<file path="config.mk">
export PLATFORM = sky130hd
export DESIGN_NAME = sevenseg_display_arbiter
export DESIGN_NICKNAME = d
export VERILOG_FILES = /design/src/rtl/sevenseg_arb_pkg.sv /design/src/rtl/sevenseg_display_arbiter_rr_picker.sv /design/src/rtl/sevenseg_display_arbiter.sv
export SDC_FILE = /design/constraint.sdc
export NUM_CORES = 1
export LEC_CHECK = 0
export BUFFER_PORTS_ARGS = -buffer_cell sky130_fd_sc_hd__clkbuf_2
export CORE_UTILIZATION = 43
export CTS_CLUSTER_SIZE = 25
export DETAILED_ROUTE_END_ITERATION = 12
export GPL_TIMING_DRIVEN = 0
export REMOVE_ABC_BUFFERS = 1
export SLEW_MARGIN = 25
export SYNTH_ARGS = -nofsm -noshare
export SYNTH_HDL_FRONTEND = slang
export SYNTH_SLANG_ARGS = --single-unit
</file>
<file path="constraint.sdc">
create_clock -name clk -period 8.2 [get_ports clk]
set_clock_uncertainty 0.1 [all_clocks]
set_input_delay 1.23 -clock clk [delete_from_list [all_inputs] [get_ports clk]]
set_output_delay 1.23 -clock clk [all_outputs]
set_load 0.02 [all_outputs]
</file>
<file path="src/rtl/sevenseg_arb_pkg.sv">
// Shared definitions for the seven-segment display arbiter.
//   DIGIT_OFF        : nibble value the driver renders as a dark digit
//   state_e          : arbiter FSM states
//   rr_onehot_to_idx : binary index of a one-hot vector (up to 8 bits)
package sevenseg_arb_pkg;

   localparam logic [3:0] DIGIT_OFF = 4'd15;

   typedef enum logic [1:0] {StIdle, StGrant, StBlank} state_e;

   // OR-encode: for a one-hot input each set bit contributes its own index.
   function automatic logic [2:0] rr_onehot_to_idx(input logic [7:0] onehot);
      logic [2:0] idx;
      idx = 3'd0;
      for (int i = 0; i < 8; i++) begin
         if (onehot[i]) idx = idx | 3'(i);
      end
      return idx;
   endfunction

endpackage

</file>
<file path="src/rtl/sevenseg_display_arbiter_rr_picker.sv">
// Combinational round-robin picker.
//   req      in  N_REQ        request vector
//   last_idx in  clog2(N_REQ) index of the most recent owner
//   valid    out 1            at least one request is set
//   win_idx  out clog2(N_REQ) first requester at or after last_idx+1 (wrapping)
module rr_picker #(
   parameter int unsigned N_REQ = 3
) (
   input  logic [N_REQ-1:0]         req,
   input  logic [$clog2(N_REQ)-1:0] last_idx,
   output logic                     valid,
   output logic [$clog2(N_REQ)-1:0] win_idx
);

   localparam int unsigned IdxW = $clog2(N_REQ);

   int unsigned cand;

   always_comb begin
      valid   = 1'b0;
      win_idx = '0;
      cand    = 0;
      // Offset 1..N_REQ so the previous owner is checked last.
      for (int unsigned i = 1; i <= N_REQ; i++) begin
         cand = (32'(last_idx) + i) % N_REQ;
         if (!valid && req[cand[IdxW-1:0]]) begin
            valid   = 1'b1;
            win_idx = cand[IdxW-1:0];
         end
      end
   end

endmodule

</file>
<file path="src/rtl/sevenseg_display_arbiter.sv">
// Shares one 4-digit seven-segment display between N_REQ requesters.
// Round-robin ownership with a minimum hold time and a blank gap between owners.
//   clk, rst_n         clock, synchronous active-low reset
//   req                per-requester level request
//   req_en             per-requester display enable
//   req_digits         16 bits per requester, {d3,d2,d1,d0}
//   grant              one-hot owner, zero when unowned
//   busy               high while granted or blanking
//   en, digit_0..3     registered feed to the seven-segment driver
module sevenseg_display_arbiter
   import sevenseg_arb_pkg::*;
#(
   parameter int unsigned N_REQ        = 3,
   parameter int unsigned HOLD_CYCLES  = 100_000_000,
   parameter int unsigned BLANK_CYCLES = 1_000_000
) (
   input  logic                 clk,
   input  logic                 rst_n,
   input  logic [N_REQ-1:0]     req,
   input  logic [N_REQ-1:0]     req_en,
   input  logic [16*N_REQ-1:0]  req_digits,
   output logic [N_REQ-1:0]     grant,
   output logic                 busy,
   output logic                 en,
   output logic [3:0]           digit_0,
   output logic [3:0]           digit_1,
   output logic [3:0]           digit_2,
   output logic [3:0]           digit_3
);

   localparam int unsigned IdxW   = $clog2(N_REQ);
   localparam int unsigned HoldW  = (HOLD_CYCLES > 1) ? $clog2(HOLD_CYCLES) : 1;
   localparam int unsigned BlankW = (BLANK_CYCLES > 1) ? $clog2(BLANK_CYCLES) : 1;

   localparam logic [HoldW-1:0]  HoldMax  = HoldW'(HOLD_CYCLES - 1);
   localparam logic [BlankW-1:0] BlankMax = BlankW'(BLANK_CYCLES - 1);
   localparam logic [N_REQ-1:0]  OneLsb   = N_REQ'(1);
   localparam logic [15:0]       WordOff  = {4{DIGIT_OFF}};

   state_e              state_q, state_d;
   logic [HoldW-1:0]    hold_q, hold_d;
   logic [BlankW-1:0]   blank_q, blank_d;
   logic [IdxW-1:0]     last_q, last_d;
   logic [N_REQ-1:0]    grant_q, grant_d;
   logic                busy_q, busy_d;
   logic                en_q, en_d;
   logic [15:0]         digits_q, digits_d;

   logic [15:0]         req_word [N_REQ];
   logic                pick_valid;
   logic [IdxW-1:0]     pick_idx;
   logic [IdxW-1:0]     owner_idx;
   logic                hold_done;
   logic                owner_req;
   logic                others_req;

   for (genvar i = 0; i < N_REQ; i++) begin : g_word
      assign req_word[i] = req_digits[16*i +: 16];
   end

   rr_picker #(
      .N_REQ (N_REQ)
   ) u_picker (
      .req      (req),
      .last_idx (last_q),
      .valid    (pick_valid),
      .win_idx  (pick_idx)
   );

   // The owner is recovered from the registered grant; no separate owner register.
   assign owner_idx  = IdxW'(rr_onehot_to_idx(8'(grant_q)));
   assign owner_req  = req[owner_idx];
   assign others_req = |(req & ~grant_q);
   assign hold_done  = (hold_q == HoldMax);

   always_comb begin
      state_d  = state_q;
      hold_d   = hold_q;
      blank_d  = blank_q;
      last_d   = last_q;
      grant_d  = grant_q;
      en_d     = en_q;
      digits_d = digits_q;

      unique case (state_q)
         StIdle: begin
            grant_d  = '0;
            en_d     = 1'b0;
            digits_d = WordOff;
            if (pick_valid) begin
               state_d  = StGrant;
               hold_d   = '0;
               grant_d  = OneLsb << pick_idx;
               en_d     = req_en[pick_idx];
               digits_d = req_word[pick_idx];
            end
         end
         StGrant: begin
            if (!owner_req || (hold_done && others_req)) begin
               state_d  = StBlank;
               blank_d  = '0;
               last_d   = owner_idx;
               grant_d  = '0;
               en_d     = 1'b0;
               digits_d = WordOff;
            end else begin
               en_d     = req_en[owner_idx];
               digits_d = req_word[owner_idx];
               if (!hold_done) hold_d = hold_q + 1'b1;
            end
         end
         StBlank: begin
            if (blank_q == BlankMax) begin
               if (pick_valid) begin
                  state_d  = StGrant;
                  hold_d   = '0;
                  grant_d  = OneLsb << pick_idx;
                  en_d     = req_en[pick_idx];
                  digits_d = req_word[pick_idx];
               end else begin
                  state_d  = StIdle;
               end
            end else begin
               blank_d = blank_q + 1'b1;
            end
         end
         default: state_d = StIdle;
      endcase

      busy_d = (state_d != StIdle);
   end

   always_ff @(posedge clk) begin
      if (!rst_n) begin
         state_q  <= StIdle;
         hold_q   <= '0;
         blank_q  <= '0;
         last_q   <= IdxW'(N_REQ - 1);
         grant_q  <= '0;
         busy_q   <= 1'b0;
         en_q     <= 1'b0;
         digits_q <= WordOff;
      end else begin
         state_q  <= state_d;
         hold_q   <= hold_d;
         blank_q  <= blank_d;
         last_q   <= last_d;
         grant_q  <= grant_d;
         busy_q   <= busy_d;
         en_q     <= en_d;
         digits_q <= digits_d;
      end
   end

   assign grant   = grant_q;
   assign busy    = busy_q;
   assign en      = en_q;
   assign digit_0 = digits_q[3:0];
   assign digit_1 = digits_q[7:4];
   assign digit_2 = digits_q[11:8];
   assign digit_3 = digits_q[15:12];

endmodule

</file>
==> results of run 1 <==
## per-layer routing
metal / track usage [%] / part of all wire (%) / vias to the layer above
met1: 30.3 / 46 / 2243
li1: - / - / 2286
met2: 39.7 / 48 / 114
met3: 4.68 / 4.9 / 8
met5: 0 / 0 / -
met4: 8.71 / 0.98 / 0
## cells in the final DEF, fill, tap and decap left out, types with 5 or more instances in the layout
cell type / n
and4_1: 5
nand2_1: 55
nor3_1: 7
o21ai_0: 36
nor4_1: 5
nor2_1: 44
mux2i_1: 38
nand4_1: 20
a21oi_1: 38
and3_1: 14
o311ai_1: 5
ha_1: 8
o21a_1: 16
clkbuf_8: 9
dfxtp_1: 71
nand3_1: 22
xor2_1: 25
o211a_1: 14
o311ai_0: 9
a22oi_1: 14
clkbuf_2: 76
inv_1: 17
xnor2_1: 9
or3_1: 11
nand3b_1: 5
## power groups by stage
stage	Sequential, W	Combinational, W	Clock, W
floorplan	0.000487	0.000413	0
global placement	0.000450	0.000643	0
detailed placement	0.000451	0.000676	0
CTS	0.000444	0.000680	0.000321
global route	0.000451	0.000750	0.000336
finish	0.000444	0.000682	0.000309
## worst paths after layout
check	startpoint	endpoint	slack [ns]	depth (start not counted)
worst max-delay path	req[2]	digits_q[2]	4.54	8
worst min-delay path	grant[0]	grant[0]	0.38	2
worst max register to register	grant[1]	hold_q[22]	4.60	7
worst min register to register	grant[0]	grant[0]	0.38	2
## per-stage QoR
stage          power (W)  area [sq um]  instances  setup WS (ns)
3_5_place_dp     0.00113          5230        768           4.17
5_1_grt          0.00154          5450        784           4.29
2_1_floorplan   0.000900          4580        552           4.34
4_1_cts          0.00144          5440        784           4.56
6_report         0.00144          5450        784           4.54
3_3_place_gp     0.00109          5130        764           3.20
## registers in the layout (all words and copies together), names as in the netlist
name,cells
hold_q,27
blank_q,20
digits_q,16
grant,3
last_q,2
state_q,2
busy,1
en,1
## cell type report
class	count	share of cell area, %
Tap cell	136	3.12
Multi-Input combinational cell	462	57.4
Timing Repair Buffer	80	7.87
Clock inverter	6	1.54
Inverter	18	1.24
Clock buffer	10	2.34
Sequential cell	72	26.5
## tightest hold or removal path: stages (launching register included)
cell,delay [ns]
dfxtp_1,0.33
nand2_1,0.06
a21oi_1,0.05
## cell families (layout without fill, tap and decap cells)
family                   after synthesis  count (layout)
buffers and inverters                 55             114
adder cells (fa/ha/maj)                9               9
multiplexers                          38              38
XOR/XNOR                              34              34
AO/OA/AOI/OAI                        162             162
AND/OR/NAND/NOR                      219             219
flip-flops                            72              72
==> results.txt, run 1 <==
----------------------------------------------------
[STA]
  Worst rel slew slack ... 35.5%
  Unrepaired setup endpoints after global routing ... no
  Number of slew-limit violations in the final report ... 0
  Maximum operating frequency ... 0.273 GHz
  Pin slew with the least headroom to its limit ... 0.961 ns
  Final critical path time including I/O delays and setup ... 3.66 ns
  Fraction of the cycle the final worst path needs ... 44.6%
  Number of endpoints failing setup at the final stage ... 0
  Total negative setup slack ... 0 ns
  Worst Hold Slack ... 0.379 ns
  Hold violation total from the final report ... 0

[CTS]
  H-tree levels ... 3
  Clock-pin transition on the worst setup and hold timing paths ... 0.08 ns
  Buffers inserted by post-CTS timing repair ... 0
  Clock tree from TritonCTS ... done
  Root buffer cell ... clkbuf_8
  Cells resized by post-CTS repair ... 0
  Clock Latency Late Sink ... 0.35 ns
  Clock sink count ... 72
  Total clock buffers created by CTS ... 9
  # hold bufs at CTS ... 0
  CTS max path bufs ... 2

[Logic synthesis]
  Most repeated cell in the gate-level netlist after synthesis ... dfxtp_1
  Combinational family with the most area after synthesis ... simple AND/OR/NAND/NOR gates
  Portion of the post-synthesis area used by sequential elements ... 30.4%
  Leading post-synthesis cells by instance count ... 72 x dfxtp_1, 55 x nand2_1, 44 x nor2_1, 39 x a21oi_1, 38 x mux2i_1
  Number of enable-type register cells in the synthesized netlist ... 0
  Area share of and/or/nand/nor cells after synthesis ... 24.7%
  Top_reg_cell synth ... dfxtp_1
  Cell accounting for the most synthesized area ... dfxtp_1
  Yosys synthesis warning count ... 0
  Multiplexer area fraction after synthesis ... 8.02%
  Mean instance size in the synthesized netlist ... 8.05 sq um
  Top post-synthesis cells by area ... dfxtp_1 30%, mux2i_1 8.0%, xor2_1 4.6%
  Area share of the largest cell type after synthesis ... 30.4%
  Netlist area before placement ... 0.00474 sq mm
  Yosys reg bits ... 72
  Share of the synthesized area in compound gates (AO/OA/AOI/OAI) ... 23.5%
  Post-synthesis share of cell area spent on xor and xnor gates ... 6.28%
  Synth Area in Adders ... 2.37%
  Share of synthesized flip-flops with an asynchronous set or reset ... 0%
  Count of cell types in the netlist ... 67
  Instance count of the mapped netlist ... 589

[Pwr]
  Leakage power summed over all cells ... 2.13 nW
  IR drop worst, VDD ... 157 uV
  Internal power summed over all cells ... 0.000827 W
  Clk pwr share ... 21.5%
  Net Sw Power ... 0.000609 W
  Portion of total power attributed to sequential cells ... 31.0%
  Power Dens Cells ... 263 mW/mm^2
  Logic gate share of total power ... 47.5%
  Net switching share of the total power ... 42.4%

[Die]
  Ports placed on the boundary ... 77
  Row cnt ... 37
  Width of the die ... 107 microns
  Die height ... 107 microns
  Placeable core area ... 0.0105 sq mm
  Area enclosed by the die boundary ... 0.0115 sq mm
  Initial core utilization ... 45.1%

[Critical path]
  CP cell instances ... clkbuf_2 > mux2i_1 > o21ai_0 > o31a_1 > nor4_4 > a22oi_1 > o211a_1 > o311ai_0
  Biggest cell delay along the critical path ... 0.88 ns
  Critical path endpoint category ... flip-flop
  Critical Setup Path Class ... primary input to flip-flop
  Buffer and inverter count on the worst path ... 1
  Kind of start point of the critical path ... primary input
  Worst path top cell family by delay ... compound AO/OA/AOI/OAI gates
  Arrival @ worst endpoint ... 3.80 ns
  Crit path max fanout ... 14
  Slowest cell on the critical path ... nor4_4
  CP Data Required Time ... 8.34 ns

[Final layout]
  Area growth from synthesis to final layout ... 15.0%
  Final design utilization ... 51.9%
  Multi-input combinational cell area ... 0.00313 sq mm
  Fraction of final layout cells sized beyond drive strength 1 ... 17.0%
  Ant diodes ... 0
  FF/Latch Area ... 0.00144 sq mm
  Filler instances ... 1,009
  Count of nets after finishing ... 708

[GRT]
  Global Route Usage Sum ... 23.8%
  Maximum number of pins on one net before global-route repair ... 24
  Grt total ovfl ... 0
  Global-route wire length before repair ... 21,500 microns
  Antenna violations before repair ... 0
  Vias in the first global route ... 4,410

[Place]
  Detailed placement HPWL ... 8950 microns
  Final weighted congestion of routability-driven global placement ... 0.812
  Port-buffer cells ... 76

[Drt]
  Routed len/inst ... 16.9 microns
  Via/cell ratio ... 5.93
  DRC violations left ... 0
  First drt pass iteration count ... 5
  Remaining number of nets flagged by the antenna check after routing ... 0
  Aggregate routed wire length ... 13,300 microns
  Number of design-rule violations left by the first detailed-router iteration ... 374
  Number of vias after detailed routing ... 4,651

[Status]
  Run status ... completed

[Run]
  Max-cap violations ... 0

[Worst hold path]
  Class of the worst hold path ... flip-flop to flip-flop

----------------------------------------------------
(Power assumes the default switching activity.)
==> run 2, diff against run 1 <==
clock period = 3.4 ns   (was 8.2 ns; I/O delays follow)
==> run 2 against run 1 <==
  * Register-to-register slack lost 4.4 ns
  * Sequential share of layout area shrank 0.40 points
  * Cell area grew 1.6%
  * Highest routed layer unchanged
  * Global-route usage grew 0.43 points
  * Routed wire length grew 1.7%
  * Core utilization grew 0.85 points
  * Critical path depth is the same
  * Sequential power grew 140%
  * Die area is the same
  * Largest cell class unchanged
  * First-iteration DRC count grew 9.4%
  * Critical path type is now flip-flop to flip-flop
==> results.txt, run 2 (synthesized netlist as in run 1, its figures left out) <==
----------------------------------------------------
[CTS]
  CTS max path bufs ... 2
  Root buffer cell ... clkbuf_8
  Clock tree from TritonCTS ... done
  Clock sink count ... 72
  Total clock buffers created by CTS ... 9
  Clock Latency Late Sink ... 0.35 ns
  Clock-pin transition on the worst setup and hold timing paths ... 0.08 ns
  H-tree levels ... 3

[Final layout]
  Final design utilization ... 52.7%
  Count of nets after finishing ... 711
  Post-route cell area ... 0.00554 sq mm
  Filler instances ... 997
  Ant diodes ... 0
  Largest registers ... hold_q: 27 flops, blank_q: 20 flops, digits_q: 16 flops
  Register with the highest flop count ... hold_q
  Leading cell types in the layout, fill and taps excluded ... 76 x clkbuf_2, 70 x dfxtp_1, 53 x nand2_1
  Area growth from synthesis to final layout ... 16.8%
  Fraction of final layout cells sized beyond drive strength 1 ... 18.6%
  Max FFs per register ... 27
  Most frequent standard cell in the layout excluding fill and tap cells ... clkbuf_2

[Status]
  Run status ... completed

[GRT]
  Grt total ovfl ... 0
  Global-route wire length before repair ... 21,900 microns
  Global Route Usage Sum ... 24.2%
  Vias in the first global route ... 4,476
  Antenna violations before repair ... 0
  Maximum number of pins on one net before global-route repair ... 24

[Pwr]
  Power Dens Cells ... 636 mW/mm^2
  IR drop worst, VDD ... 379 uV
  Leakage power summed over all cells ... 2.16 nW

[Die]
  Width of the die ... 107 microns
  Placeable core area ... 0.0105 sq mm
  Ports placed on the boundary ... 77
  Row cnt ... 37
  Area enclosed by the die boundary ... 0.0115 sq mm
  Initial core utilization ... 45.1%
  Die height ... 107 microns

[Drt]
  First drt pass iteration count ... 4
  Remaining number of nets flagged by the antenna check after routing ... 0
  Number of design-rule violations left by the first detailed-router iteration ... 409
  Aggregate routed wire length ... 13,500 microns
  Routed len/inst ... 17.1 microns
  Number of vias after detailed routing ... 4,671
  Via/cell ratio ... 5.94
  DRC violations left ... 0

[STA]
  Maximum operating frequency ... 0.314 GHz
  Unrepaired setup endpoints after global routing ... no
  Final critical path time including I/O delays and setup ... 3.18 ns
  Pin slew with the least headroom to its limit ... 0.884 ns
  Hold violation total from the final report ... 0
  Number of slew-limit violations in the final report ... 0
  Fraction of the cycle the final worst path needs ... 93.6%
  Number of endpoints failing setup at the final stage ... 0
  Worst rel slew slack ... 41.0%

[Place]
  Final weighted congestion of routability-driven global placement ... 0.812
  Port-buffer cells ... 76
  Detailed placement HPWL ... 8950 microns
  Placed cell area ... 0.00523 sq mm

[Critical path]
  Reg-to-Reg End ... blank_q[19]
  Arrival @ worst endpoint ... 3.31 ns
  Critical path endpoint category ... flip-flop
  Register-to-register setup slack ... 0.22 ns
  Crit path max fanout ... 17
  CP Data Required Time ... 3.52 ns
  Critical Setup Path Class ... flip-flop to flip-flop
  Kind of start point of the critical path ... flip-flop
  Worst R2R Path Depth ... 8
  Critical R2R Launch ... state_q[0]

[Run]
  Max-cap violations ... 0

[Worst hold path]
  Depth of the worst hold-timing path ... 2
  Worst Hold Endpoint ... en
  Class of the worst hold path ... flip-flop to flip-flop
  Startpoint of the lowest-slack hold path ... en

----------------------------------------------------
run 2: metrics by stage:
step                      instances  setup slack, ns  power (W)  hold slack (ns)  setup TNS [ns]
after floorplan                 552           0.0425    0.00217            0.354               0
final                           787            0.216    0.00353            0.378               0
after CTS                       786           0.0885    0.00351            0.385               0
after global routing            787          0.00584    0.00377            0.407               0
after detailed placement        768           -0.144    0.00272            0.372          -0.989
after global placement          764            -1.45    0.00264            0.365          -61.09
run 2: how the worst max path moves through the flow:
stage / start / to / slack [ns] / cells after the start
after CTS: last_q[0] / digits_q[3] / 0.09 / 8
after global routing: last_q[0] / digits_q[3] / 0.006 / 8
final: state_q[0] / blank_q[19] / 0.22 / 8
after detailed placement: grant[1] / hold_q[22] / -0.14 / 7
after floorplan: grant[2] / digits_q[15] / 0.04 / 7
after global placement: grant[1] / digits_q[15] / -1.45 / 7
run 2: report_power, final:
group          switching, W  leakage [nW]  internal [W]
logic               0.00105          1.46      0.000657
clock network      0.000334         0.110      0.000411
registers          0.000114         0.587      0.000961
run 2: timing repair:
item / in CTS / in global routing
hold buffers: 0 / 0
resized for setup: 5 / 6
pin swaps: 2 / 1
setup buffers: 1 / 1
setup endpoints to repair: 33 / 43
gates cloned: 1 / 0
run 2: final cells by class:
type                    instances  area [sq um]  share of cell area (%)
clock buffers                  10           128                    2.30
well taps                     136           170                    3.07
inverters                      18          68.8                    1.24
multi-input cells             463          3180                    57.3
repair buffers                 82           469                    8.47
clock inverters                 6          83.8                    1.51
flip-flops and latches         72          1440                    26.1
run 2: routing by layer:
layer	share of wire, %	wire length, microns	global-route usage (%)
met5	0	0	0
met2	48	6520	39.7
met4	1.5	199	9.78
met1	46	6150	31.1
met3	4.6	614	4.62
run 2: critical path, cell delays in order (launching register included):
cell	delay (ns)
dfxtp_1	0.38
inv_1	0.13
ha_1	0.41
inv_1	0.19
a21oi_1	0.72
o22ai_2	0.45
nor4_1	0.44
xnor2_1	0.17
nor2_1	0.06
==> run 3, diff against run 2 <==
GPL_TIMING_DRIVEN = default   (was 0)
==> run 3 against run 2 <==
  * Combinational power barely moved
  * Maximum frequency rose by 1.1%
  * Register-to-register slack improved by 0.04 ns
  * Non-clock buffer count rose by 15
  * Routed wire length fell by 0.62%
  * Global-route usage fell by 0.099 points
  * Critical path type unchanged
  * Highest routed layer unchanged
==> results.txt, run 3 (synthesized netlist as in run 1, its figures left out) <==
----------------------------------------------------
[Worst hold path]
  Startpoint of the lowest-slack hold path ... digits_q[13]
  Class of the worst hold path ... flip-flop to flip-flop
  Worst Hold Endpoint ... digits_q[13]
  Depth of the worst hold-timing path ... 2

[CTS]
  H-tree levels ... 3
  Clock Latency Late Sink ... 0.36 ns
  Buffers inserted by post-CTS timing repair ... 0
  CTS max path bufs ... 2
  Total clock buffers created by CTS ... 9
  Clock tree from TritonCTS ... done
  Clock sink count ... 72
  Cells resized by post-CTS repair ... 0
  Root buffer cell ... clkbuf_8
  # hold bufs at CTS ... 0
  Clock-pin transition on the worst setup and hold timing paths ... 0.08 ns

[STA]
  Pin slew with the least headroom to its limit ... 0.657 ns
  Final critical path time including I/O delays and setup ... 3.15 ns
  Fraction of the cycle the final worst path needs ... 92.6%
  Worst rel slew slack ... 55.6%
  Total negative setup slack ... 0 ns
  Unrepaired setup endpoints after global routing ... no
  Number of endpoints failing setup at the final stage ... 0
  Number of slew-limit violations in the final report ... 0
  Worst Hold Slack ... 0.386 ns
  Maximum operating frequency ... 0.318 GHz
  Hold violation total from the final report ... 0

[Drt]
  Via/cell ratio ... 5.91
  Routed len/inst ... 16.7 microns
  Aggregate routed wire length ... 13,400 microns
  Remaining number of nets flagged by the antenna check after routing ... 0
  DRC violations left ... 0
  First drt pass iteration count ... 5
  Number of vias after detailed routing ... 4,730
  Number of design-rule violations left by the first detailed-router iteration ... 305

[GRT]
  Global Route met1 Usage ... 31.0%
  Global route hottest layer ... met2
  Maximum number of pins on one net before global-route repair ... 36
  Global routing usage on met3 ... 4.50%
  Grt total ovfl ... 0
  Vias in the first global route ... 4,601
  Fraction of met2 tracks used by global routing ... 39.8%
  Global Route Usage Sum ... 24.1%
  Antenna violations before repair ... 0
  Global-route wire length before repair ... 22,200 microns

[Pwr]
  Logic gate share of total power ... 49.1%
  Post-route total power ... 0.00348 W
  Net Sw Power ... 0.00147 W
  Power Dens Cells ... 631 mW/mm^2
  Leakage power summed over all cells ... 2.20 nW
  Net switching share of the total power ... 42.1%
  Portion of total power attributed to sequential cells ... 29.9%
  IR drop worst, VDD ... 270 uV
  Internal power summed over all cells ... 0.00202 W
  Clk pwr share ... 21.1%

[Final layout]
  Post-route cell area ... 0.00552 sq mm
  Register with the highest flop count ... hold_q
  Ant diodes ... 0
  Leading cell types in the layout, fill and taps excluded ... 76 x clkbuf_2, 72 x dfxtp_1, 55 x nand2_1
  Area growth from synthesis to final layout ... 16.5%
  Fraction of final layout cells sized beyond drive strength 1 ... 18.3%
  Largest registers ... hold_q: 27 flops, blank_q: 20 flops, digits_q: 16 flops
  Most frequent standard cell in the layout excluding fill and tap cells ... clkbuf_2
  Count of non-filler cells in the finished layout ... 801
  Max FFs per register ... 27
  Count of nets after finishing ... 725
  Filler instances ... 987

[Critical path]
  Worst path top cell family by delay ... compound AO/OA/AOI/OAI gates
  Arrival @ worst endpoint ... 3.29 ns
  Critical R2R Launch ... last_q[0]
  CP Data Required Time ... 3.54 ns
  Worst R2R Path Depth ... 8
  CP cell instances ... inv_1 > ha_1 > inv_1 > mux2i_1 > o31a_1 > nand2_1 > o211a_1 > o311ai_0
  Reg-to-Reg End ... digits_q[2]
  Slowest cell on the critical path ... nand2_1
  Critical Setup Path Class ... flip-flop to flip-flop
  Most frequent cell on the critical path ... inv_1
  Buffer and inverter count on the worst path ... 2
  Crit path max fanout ... 14
  Register-to-register setup slack ... 0.25 ns
  Critical path endpoint category ... flip-flop
  Biggest cell delay along the critical path ... 0.47 ns
  Kind of start point of the critical path ... flip-flop

[Place]
  Detailed placement HPWL ... 9210 microns
  Final weighted congestion of routability-driven global placement ... 0.886
  Port-buffer cells ... 76
  Placed cell area ... 0.00529 sq mm
  Number of placed instances with taps included ... 784

[Die]
  Placeable core area ... 0.0105 sq mm
  Initial core utilization ... 45.1%
  Area enclosed by the die boundary ... 0.0115 sq mm
  Row cnt ... 37
  Die height ... 107 microns
  Width of the die ... 107 microns
  Ports placed on the boundary ... 77

[Status]
  Run status ... completed

[Run]
  Max-cap violations ... 0

----------------------------------------------------
[run 3: cell count changes in the layout (fill, tap and decap cells not counted), sizes merged]
cell and delta:
clkbuf +2, clkinv -2, buf +15, nor3 -1, clkinvlp +1, bufinv -1
[run 3: metal layers]
layer  up-vias  wire, microns
met2       136           6400
met4         0            204
li1       2311              -
met1      2267           6100
met3        16            697
met5         -              0
[run 3: power by group through the flow]
stage / registers (W) / clock network [W] / logic (W)
2_1_floorplan: 0.00117 / 0 / 0.000997
3_3_place_gp: 0.00106 / 0 / 0.00166
3_5_place_dp: 0.00106 / 0 / 0.00169
4_1_cts: 0.00104 / 0.000756 / 0.00170
5_1_grt: 0.00105 / 0.000794 / 0.00187
6_report: 0.00104 / 0.000735 / 0.00171
[run 3: worst max-delay path by stage]
stage | startpoint | to | slack, ns | cells past startpoint
finish | last_q[0] | digits_q[2] | 0.25 | 8
CTS | last_q[1] | digits_q[9] | 0.06 | 9
detailed placement | last_q[1] | digits_q[9] | 0.09 | 9
floorplan | grant[2] | digits_q[15] | 0.04 | 7
global route | last_q[0] | digits_q[0] | 0.01 | 9
global placement | last_q[1] | digits_q[9] | 0.19 | 9
[run 3: layout make-up]
| type | instances | area, sq um | area share, % |
|---|---|---|---|
| inverter | 18 | 67.6 | 1.22 |
| multi-input combinational | 462 | 3080 | 55.7 |
| clock inverter | 4 | 51.3 | 0.929 |
| tap | 136 | 170 | 3.08 |
| clock buffer | 12 | 165 | 2.99 |
| timing repair buffer | 97 | 551 | 9.97 |
| sequential | 72 | 1440 | 26.1 |
[run 3: worst min-delay path, cell delays in order, from the launching register on]
cell	delay, ns
dfxtp_1	0.33
nand2_1	0.05
o311ai_1	0.07
[run 3: stage by stage]
stage | setup WS (ns) | util (%)
after floorplan | 0.0425 | -
after global placement | 0.191 | 50.3
after detailed placement | 0.0886 | 50.3
after CTS | 0.0621 | 52.4
after global routing | 0.0140 | 52.6
final | 0.252 | 52.6
